**src/rtl/cplx_pkg.sv**
```systemverilog
// Shared definitions for the complex butterfly datapath: FSM state codes,
// default part width and {re, im} field helpers.
package cplx_pkg;

    localparam int unsigned PART_LEN_DEF = 8;

    typedef logic [2:0] state_t;

    localparam state_t S_IDLE = 3'd0;
    localparam state_t S_M0   = 3'd1;
    localparam state_t S_M1   = 3'd2;
    localparam state_t S_M2   = 3'd3;
    localparam state_t S_M3   = 3'd4;
    localparam state_t S_DONE = 3'd5;

    // Real part of a packed {re, im} word at the default part width.
    function automatic logic [PART_LEN_DEF-1:0] cplx_re(input logic [2*PART_LEN_DEF-1:0] x);
        return x[2*PART_LEN_DEF-1:PART_LEN_DEF];
    endfunction

    // Imaginary part of a packed {re, im} word at the default part width.
    function automatic logic [PART_LEN_DEF-1:0] cplx_im(input logic [2*PART_LEN_DEF-1:0] x);
        return x[PART_LEN_DEF-1:0];
    endfunction

    // Pack separate parts into the {re, im} bus format.
    function automatic logic [2*PART_LEN_DEF-1:0] cplx_pack(input logic [PART_LEN_DEF-1:0] re,
                                                            input logic [PART_LEN_DEF-1:0] im);
        return {re, im};
    endfunction

endpackage

```
**src/rtl/cplx_mul_seq_smul.sv**
```systemverilog
// Signed PART_LEN x PART_LEN -> 2*PART_LEN combinational multiplier.
module smul
    import cplx_pkg::*;
#(
    parameter int unsigned PART_LEN = PART_LEN_DEF
) (
    input  logic signed [PART_LEN-1:0]   i_x,
    input  logic signed [PART_LEN-1:0]   i_y,
    output logic signed [2*PART_LEN-1:0] o_prod_c
);

    localparam int unsigned PROD_W = 2 * PART_LEN;

    // Operands sign-extended to full product width before multiplying.
    assign o_prod_c = PROD_W'(i_x) * PROD_W'(i_y);

endmodule

```
**src/rtl/cplx_mul_seq.sv**
```systemverilog
// Sequential fixed-point complex multiplier: one shared signed multiplier
// time-multiplexed over four cycles, valid/ready on both sides.
module cplx_mul_seq
    import cplx_pkg::*;
#(
    parameter int unsigned PART_LEN = PART_LEN_DEF,
    parameter int unsigned FRAC     = PART_LEN - 1
) (
    input  logic                  clk,
    input  logic                  rst,
    input  logic [2*PART_LEN-1:0] a,
    input  logic [2*PART_LEN-1:0] b,
    input  logic                  in_valid,
    output logic                  in_ready,
    output logic [2*PART_LEN-1:0] res,
    output logic                  out_valid,
    input  logic                  out_ready
);

    localparam int unsigned PROD_W = 2 * PART_LEN;
    localparam int unsigned ACC_W  = 2 * PART_LEN + 1;

    state_t r_state;
    state_t w_next_state;

    logic signed [PART_LEN-1:0] r_ar;
    logic signed [PART_LEN-1:0] r_ai;
    logic signed [PART_LEN-1:0] r_br;
    logic signed [PART_LEN-1:0] r_bi;
    logic signed [ACC_W-1:0]    r_acc;
    logic [PART_LEN-1:0]        r_re_tmp;
    logic [2*PART_LEN-1:0]      r_res;

    logic signed [PART_LEN-1:0] w_mul_x;
    logic signed [PART_LEN-1:0] w_mul_y;
    logic signed [PROD_W-1:0]   w_prod;
    logic signed [ACC_W-1:0]    w_acc_new;
    logic [PART_LEN-1:0]        w_part;
    logic                       w_accept;

    assign in_ready  = (r_state == S_IDLE) || ((r_state == S_DONE) && out_ready);
    assign out_valid = (r_state == S_DONE);
    assign res       = r_res;
    assign w_accept  = in_valid && in_ready;

    // State register.
    always_ff @(posedge clk) begin
        if (rst) begin
            r_state <= S_IDLE;
        end else begin
            r_state <= w_next_state;
        end
    end

    // Next-state logic: fixed four-step schedule, DONE holds under backpressure.
    always_comb begin
        w_next_state = r_state;
        case (r_state)
            S_IDLE:  if (w_accept) w_next_state = S_M0;
            S_M0:    w_next_state = S_M1;
            S_M1:    w_next_state = S_M2;
            S_M2:    w_next_state = S_M3;
            S_M3:    w_next_state = S_DONE;
            S_DONE: begin
                if (out_ready) begin
                    w_next_state = in_valid ? S_M0 : S_IDLE;
                end
            end
            default: w_next_state = S_IDLE;
        endcase
    end

    // Operand select for the shared multiplier.
    always_comb begin
        w_mul_x = r_ar;
        w_mul_y = r_br;
        case (r_state)
            S_M1: begin
                w_mul_x = r_ai;
                w_mul_y = r_bi;
            end
            S_M2: begin
                w_mul_x = r_ai;
                w_mul_y = r_br;
            end
            S_M3: begin
                w_mul_x = r_ar;
                w_mul_y = r_bi;
            end
            default: ;
        endcase
    end

    smul #(.PART_LEN(PART_LEN)) u_smul (
        .i_x      (w_mul_x),
        .i_y      (w_mul_y),
        .o_prod_c (w_prod)
    );

    // Accumulator update: M0/M2 start a new sum, M1 subtracts, M3 adds.
    always_comb begin
        w_acc_new = ACC_W'(w_prod);
        case (r_state)
            S_M1:    w_acc_new = r_acc - ACC_W'(w_prod);
            S_M3:    w_acc_new = r_acc + ACC_W'(w_prod);
            default: ;
        endcase
    end

    // Arithmetic shift floors; the cast wraps to PART_LEN bits without saturation.
    assign w_part = PART_LEN'(w_acc_new >>> FRAC);

    // Operand capture, accumulator and result registers.
    always_ff @(posedge clk) begin
        if (rst) begin
            r_ar     <= '0;
            r_ai     <= '0;
            r_br     <= '0;
            r_bi     <= '0;
            r_acc    <= '0;
            r_re_tmp <= '0;
            r_res    <= '0;
        end else begin
            if (w_accept) begin
                r_ar <= a[2*PART_LEN-1:PART_LEN];
                r_ai <= a[PART_LEN-1:0];
                r_br <= b[2*PART_LEN-1:PART_LEN];
                r_bi <= b[PART_LEN-1:0];
            end
            case (r_state)
                S_M0, S_M2: r_acc <= w_acc_new;
                S_M1: begin
                    r_acc    <= w_acc_new;
                    r_re_tmp <= w_part;
                end
                S_M3: begin
                    r_acc <= w_acc_new;
                    r_res <= {r_re_tmp, w_part};
                end
                default: ;
            endcase
        end
    end

endmodule

```
**config.mk**
```make
export PLATFORM = sky130hd
export DESIGN_NAME = cplx_mul_seq
export DESIGN_NICKNAME = d
export VERILOG_FILES = /design/src/rtl/cplx_pkg.sv /design/src/rtl/cplx_mul_seq_smul.sv /design/src/rtl/cplx_mul_seq.sv
export SDC_FILE = /design/constraint.sdc
export NUM_CORES = 1
export LEC_CHECK = 0
export ABC_AREA = 1
export CORE_ASPECT_RATIO = 1.5
export CORE_MARGIN = 1
export CORE_UTILIZATION = 40
export DETAILED_ROUTE_END_ITERATION = 7
export DONT_BUFFER_PORTS = 1
export PLACE_DENSITY_LB_ADDON = 0.12
export SLEW_MARGIN = 30
export SYNTH_ARGS = -nofsm -noshare
export SYNTH_HDL_FRONTEND = slang
export SYNTH_HIERARCHICAL = 1
export SYNTH_SLANG_ARGS = --single-unit
export TNS_END_PERCENT = 20
```
**constraint.sdc**
```tcl
create_clock -name clk -period 9.1 [get_ports clk]
set_clock_uncertainty 0.1 [all_clocks]
set_input_delay 2.275 -clock clk [delete_from_list [all_inputs] [get_ports clk]]
set_output_delay 2.275 -clock clk [all_outputs]
set_load 0.005 [all_outputs]
```
==> impl_metrics.py <==
metrics = {
    "status": {
        "status": "completed",
    },
    "route": {
        "drc_errors": 0,
        "num_vias": 5517,
        "drt-initial-drc-count": 200,
        "wl_per_cell_um": 15.1,
        "routed_wl_um": 17200,
        "ant_nets": 0,
        "dr.pass1.iters": 5,
        "viasPerCell": 4.85,
    },
    "global_routing": {
        "grt_pass1_wl_um": 27800,
        "grt_pass1_vias": 5594,
        "grt-ovfl-total": 0,
        "grt_use_total": 0.210,
        "grt_max_degree": 51,
        "antenna_found_initial": 1,
    },
    "clock_tree": {
        "cts_setup_buffers": 0,
        "cts.sinks": 74,
        "htreeDepth": 3,
        "numCtsBuffers": 9,
        "cts_buffer_depth": 2,
        "path_clk_slew_ns": 0.07,
        "clock_latency_ns": 0.34,
        "ctsRootBufferMaster": "clkbuf_16",
        "tritoncts": "done",
        "cts-resized-gates": 0,
        "cts_hold_buf": 0,
    },
    "worst_setup_path": {
        "path_class": "flip-flop to flip-flop",
        "r2r_slack_ns": 1.20,
        "worstPathRequired_ns": 9.23,
        "critical_path.slowest_cell": "fa_1",
        "critPathArrivalTime_ns": 8.03,
        "critPathBufInv": 9,
        "crit_top_cell": "nand2_1",
        "max_stage_delay_ns": 0.56,
        "endpoint_kind": "flip-flop",
        "critical_path.top_delay_family": "adder cells",
        "start_kind": "flip-flop",
        "crit_fanout": 24,
    },
    "sta": {
        "tns_ns": 0,
        "rsz0062_at_grt": "false",
        "fin_crit_ns": 7.90,
        "maxSlewHeadroom": 0.388,
        "finalMaxSlewViolations": 0,
        "timing.final.crit_share": 0.868,
        "hold_viol": 0,
        "holdWs_ns": 0.369,
        "setup_viol": 0,
        "worst_pin_slew_ns": 0.917,
        "fmax_mhz": 127,
    },
    "placement": {
        "dp_hpwl_um": 13700,
        "globalplace.congestion": 0.872,
        "io_buffers": 0,
    },
    "cells_and_area": {
        "area_growth_pct": 5.81,
        "seq_area_mm2": 0.00148,
        "multiInputGateArea_mm2": 0.00429,
        "fillers": 1736,
        "n_antenna_cell": 0,
        "nets": 1066,
        "drive_gt1_frac": 0.0559,
    },
    "logic_synthesis": {
        "ys_warn_count": 6,
        "synth_cells": 954,
        "syn_nets": 1094,
        "synth_area_mm2": 0.00670,
        "avgSynthCellArea_um2": 7.02,
    },
    "floorplan": {
        "start_util": 0.412,
        "boundaryPins": 54,
        "rows": 57,
        "fp.dieH_um": 160,
        "fp.dieW_um": 108,
        "die-area_mm2": 0.0173,
        "coreArea_mm2": 0.0163,
    },
    "flow_run": {
        "maxCapViolCount": 0,
    },
    "worst_hold_path": {
        "min_path_type": "flip-flop to flip-flop",
    },
}
per-stage QoR:
step	setup slack (ns)	std cells	utilization	instance area (um^2)
floorplan	2.60	954	-	6700
global placement	1.15	1121	0.417	6780
detailed placement	1.25	1121	0.417	6780
CTS	1.18	1137	0.436	7090
global route	0.504	1137	0.436	7090
finish	1.20	1137	0.436	7090
worst paths after layout:
kind / from / endpoint / cells after the start
worst max-delay path: r_state[1] / res[7] / 35
worst min-delay path: r_acc[0] / r_acc[0] / 2
worst max register to register: r_state[1] / res[7] / 35
worst min register to register: r_acc[0] / r_acc[0] / 2
state kept, by name (all words and copies together), names as in the netlist:
| name | cells |
|---|---|
| r_acc | 15 |
| res | 16 |
| r_ai | 8 |
| r_bi | 8 |
| r_state | 3 |
| r_re_tmp | 8 |
| r_br | 8 |
| r_ar | 8 |
layout by cell type (no fill, tap or decap), types with 5 or more instances in the layout:
| cell | instances |
|---|---|
| o211ai_1 | 5 |
| o21bai_1 | 9 |
| ha_1 | 48 |
| inv_1 | 189 |
| nand2_1 | 186 |
| a22oi_1 | 8 |
| dfxtp_1 | 74 |
| xor2_1 | 18 |
| xnor2_1 | 9 |
| nand2_2 | 7 |
| inv_2 | 7 |
| o21ai_0 | 60 |
| a21oi_1 | 36 |
| nor2_1 | 141 |
| clkbuf_16 | 9 |
| mux2_2 | 8 |
| nand3_1 | 25 |
| fa_1 | 56 |
worst reg2reg max path: cells and delay by family, from the launching register on:
family / cells / cell delay (ns)
buf+inv: 9 / 0.99
flops: 1 / 0.43
compound gates: 5 / 0.72
xor+xnor: 2 / 0.36
fa+ha+maj: 6 / 2.86
simple gates: 13 / 2.35
routing by layer:
layer  track usage  wire [um]  vias to the layer above
li1              -          -                     2829
met1         0.224       6580                     2576
met2         0.395       9570                       76
met3        0.0373        405                       34
met4        0.0915        597                        2
met5             0         14                        -
cell type report:
cell class | instances | area share
Clock buffer | 10 | 0.0337
Clock inverter | 6 | 0.0102
Inverter | 196 | 0.104
Multi-Input combinational cell | 644 | 0.606
Sequential cell | 74 | 0.209
Tap cell | 206 | 0.0364
Timing Repair Buffer | 1 | 0.00106
Power is left out: the tool's default activity adds up to more than one toggle a clock period on the data nets, which glitch-free logic cannot reach.
==> edit 1 (config.mk and constraints unchanged) <==
The package constant `PART_LEN_DEF` goes from 8 to 4.
--- a/src/rtl/cplx_pkg.sv
+++ b/src/rtl/cplx_pkg.sv
@@ -4,3 +4,3 @@
 
-    localparam int unsigned PART_LEN_DEF = 8;
+    localparam int unsigned PART_LEN_DEF = 4;
 
Ports: changed (resized a, b and res); port bits go from 54 to 30. No check against the original RTL was run, so the function may have changed too.
==> edit 1 against the original RTL <==
- wire length fell by 70%
- cell count fell by 63%
- synthesized area fell by 62%
- first-iteration DRC count fell by 67%
- setup slack improved by 2.3 ns
- sequential cell count fell by 36
- cell area fell by 62%
==> edit 1: results (changes against the original RTL) <==
Status
  – Outcome: completed

Place
  – Dpl ws: 3.521 ns (+2.276 ns)
  – Final HPWL from detailed placement: 4.063 mm (-70%)
  – Port buffer count: 0 (unchanged)
  – Placer Congestion: 0.7833 (-10%)
  – Placed inst area: 0.002585 mm² (-62%)
  – DP Cell Count: 413 (-63%)

Detailed routing
  – Metal-1 WL: 2.140 mm (-67%)
  – Metal3 WL: 159 µm (-61%)
  – Vias per cell: 4.874 (+0.44%)
  – DR vias: 2047 (-63%)
  – First DRT Iteration DRCs: 67 (-67%)
  – DR WL met2: 2.712 mm (-72%)
  – Top sig layer: met4
  – Drt first pass iters: 4 (-1)
  – Wire per inst: 12.21 µm (-19%)

Final layout
  – Ratio of cells with drive above 1 in the final layout: 8.960% (+3.4 points)
  – # fillers: 655 (-62%)
  – Final nets: 396 (-63%)
  – Antenna diode count: 0 (unchanged)
  – Max reg flops: 8 (-8)

GRT
  – Vias in the first global route: 2052 (-63%)
  – First-pass GRT wire length: 9.087 mm (-67%)
  – Global Route Usage Sum: 17.99% (-3.0 points)
  – Initial antenna violation count: 0 (-1)
  – Largest net degree at the start of global routing: 33 (-35%)

Logic synthesis
  – Ys Warns: 6 (unchanged)
  – Average size of a mapped cell: 7.320 µm² (+4.2%)

Setup path
  – Worst Path Arrival: 5.68 ns (-2.35 ns)
  – Slowest CP cell: fa_1
  – CP max stage delay: 0.56 ns (about the same)
  – Max FO, Critical Path: 15 (-38%)

Timing
  – Relative slew slack: 48.59% (+9.8 points)

CTS
  – Post_cts resized: 0 (unchanged)
  – Cts hold-fix bufs: 0 (unchanged)
  – Worst-path clk slew: 0.08 ns
  – Num CTS Buffers: 5 (-4)
  – Post-CTS Setup Inserts: 0 (unchanged)
  – Clk buf depth: 2 (unchanged)
  – Worst skew pair latency: 0.29 ns (-0.05 ns)
  – CTS Root Cell: clkbuf_8
  – H-tree levels: 2 (-1)

Power and ir drop
  – Leak Pwr: 1.364 nW
  – Maximum VDD drop: 0.0001312 V

Worst hold path
  – Hold Path Class: flip-flop to flip-flop
## edit 1: power by group
part           total, mW  switching, mW  internal (mW)
Combinational      0.636          0.391          0.245
Sequential         0.236         0.0276          0.209
Clock              0.112         0.0609         0.0515
## edit 1: worst max-delay path, delay by kind of cell, from the launching register on
kind / cells / cell delay [ns]
compound gates: 1 / 0.12
xor+xnor: 1 / 0.14
fa+ha+maj: 6 / 2.60
buf+inv: 4 / 0.48
flops: 1 / 0.37
simple gates: 16 / 1.65
## edit 1: layout make-up
class | count | area [µm²] | area share [%]
multi-input combinational | 252 | 1540 | 57.82
sequential | 38 | 760.7 | 28.56
inverter | 49 | 191.4 | 7.187
tap | 74 | 92.59 | 3.476
clock buffer | 5 | 68.82 | 2.583
clock inverter | 2 | 10.01 | 0.3758
## edit 1: path summary, 6_finish.rpt
path                   start       end  slack, ns  cells past startpoint
hold / removal      r_acc[0]  r_acc[0]       0.38                      2
setup reg to reg  r_state[0]  r_acc[6]       3.55                     28
setup / recovery  r_state[0]  r_acc[6]       3.55                     28
hold reg to reg     r_acc[0]  r_acc[0]       0.38                      2
## edit 1: per-stage QoR
stage	utilization (%)	hold WS (ns)
3_3_place_gp	42.16	0.3613
4_1_cts	43.45	0.3763
6_report	43.45	0.3757
3_5_place_dp	42.16	0.3646
2_1_floorplan	-	0.3464
5_1_grt	43.45	0.4034
## edit 1: routing by layer
| layer | vias to the layer above | global-route usage, % |
|---|---|---|
| li1 | 1087 | - |
| met1 | 913 | 19.36 |
| met2 | 37 | 32.77 |
| met3 | 10 | 3.211 |
| met4 | 0 | 8.020 |
| met5 | - | 0 |
==> edit 2 (config.mk and constraints unchanged) <==
Without the edit above. Reset style: asynchronous (`rst`), changed in 2 clocked blocks.
--- a/src/rtl/cplx_mul_seq.sv
+++ b/src/rtl/cplx_mul_seq.sv
@@ -46,3 +46,3 @@
     // State register.
-    always_ff @(posedge clk) begin
+    always_ff @(posedge clk or posedge rst) begin
         if (rst) begin
@@ -113,3 +113,3 @@
     // Operand capture, accumulator and result registers.
-    always_ff @(posedge clk) begin
+    always_ff @(posedge clk or posedge rst) begin
         if (rst) begin
Check against the original RTL: differs if rst is asserted again (counterexample within 4 cycles, from zero or initial values and one cycle with rst high); with rst held inactive, the same outputs for 4 cycles.
==> edit 2 against the original RTL <==
- first-iteration DRC count grew 2.5%
- wire length shrank 6.7%
- setup slack gained 0.097 ns
- maximum frequency grew 1.2%
- synthesized area grew 4.2%
- sequential cell count is the same
- cell area grew 5.7%
Power is left out: the tool's default activity adds up to more than one toggle a clock period on the data nets, which glitch-free logic cannot reach.
==> edit 2: results (changes against the original RTL) <==
Final layout
  – Antenna diode count: 0 (unchanged)
  – Ratio of cells with drive above 1 in the final layout: 8.399% (+2.8 points)
  – Final nets: 1028 (-3.6%)
  – # fillers: 1730 (-0.35%)

Detailed routing
  – First DRT Iteration DRCs: 205 (+2.5%)
  – Wire per inst: 14.52 µm (-3.8%)
  – Drt first pass iters: 4 (-1)
  – DR vias: 5327 (-3.4%)

Place
  – Placer Congestion: 0.8457 (-3.0%)
  – Final HPWL from detailed placement: 13.19 mm (-4.0%)

GRT
  – Vias in the first global route: 5572 (-0.39%)
  – Largest net degree at the start of global routing: 41 (-20%)
  – First-pass GRT wire length: 26.88 mm (-3.2%)
  – Initial antenna violation count: 0 (-1)
  – Global Route Usage Sum: 19.56% (-1.4 points)

Setup path
  – CP max stage delay: 0.55 ns
  – Max FO, Critical Path: 23 (-4.2%)
  – Reg2reg start: r_state[2]
  – Worst Path Arrival: 7.95 ns (-0.08 ns)
  – Slowest CP cell: fa_1

Timing
  – Worst-Margin Slew: 0.9122 ns (-0.004693 ns)

Status
  – Outcome: completed

CTS
  – Post_cts resized: 0 (unchanged)
  – Clk buf depth: 2 (unchanged)
  – H-tree levels: 3 (unchanged)

Worst hold path
  – Hold_sp: r_re_tmp[1]
## edit 2: worst min-delay path, cell delays in order, from the launching register on
cell	delay, ns
dfrtp_1	0.36
nand2_1	0.06
nand2_1	0.05
## edit 2: layout make-up
| class | count | area (µm²) | share of cell area, % |
|---|---|---|---|
| timing repair buffer | 8 | 72.57 | 0.9686 |
| clock buffer | 9 | 225.2 | 3.006 |
| clock inverter | 7 | 82.58 | 1.102 |
| multi-input combinational | 587 | 4215 | 56.26 |
| inverter | 208 | 782.0 | 10.44 |
| sequential | 74 | 1852 | 24.72 |
| tap | 210 | 262.8 | 3.507 |
## edit 2: stage by stage
step | cell area [µm²] | util [%] | std cells | setup WS (ns)
4_1_cts | 7492 | 44.31 | 1103 | 1.237
5_1_grt | 7492 | 44.31 | 1103 | 0.6317
3_5_place_dp | 7184 | 42.49 | 1087 | 1.265
6_report | 7492 | 44.31 | 1103 | 1.300
3_3_place_gp | 7159 | 42.34 | 1086 | 1.143
2_1_floorplan | 6983 | - | 899 | 2.589
## edit 2: routing by layer
| layer | global-route usage (%) | routed length, µm | share of wire [%] | vias up |
|---|---|---|---|---|
| met4 | 6.485 | 412 | 2.6 | 0 |
| met2 | 37.98 | 9091 | 57 | 77 |
| met5 | 0 | 0 | 0 | - |
| met3 | 2.659 | 317 | 2.0 | 24 |
| li1 | - | - | - | 2666 |
| met1 | 21.05 | 6196 | 39 | 2560 |
## edit 2: path summary, 6_finish.rpt
| path | end | slack (ns) | cells after the start |
|---|---|---|---|
| setup / recovery | res[7] | 1.30 | 38 |
| hold / removal | res[9] | 0.39 | 2 |
| setup reg to reg | res[7] | 1.30 | 38 |
| hold reg to reg | res[9] | 0.39 | 2 |
| max in group asynchronous | r_bi[7] | 6.51 | 3 |
| min in group asynchronous | res[12] | 1.81 | 2 |
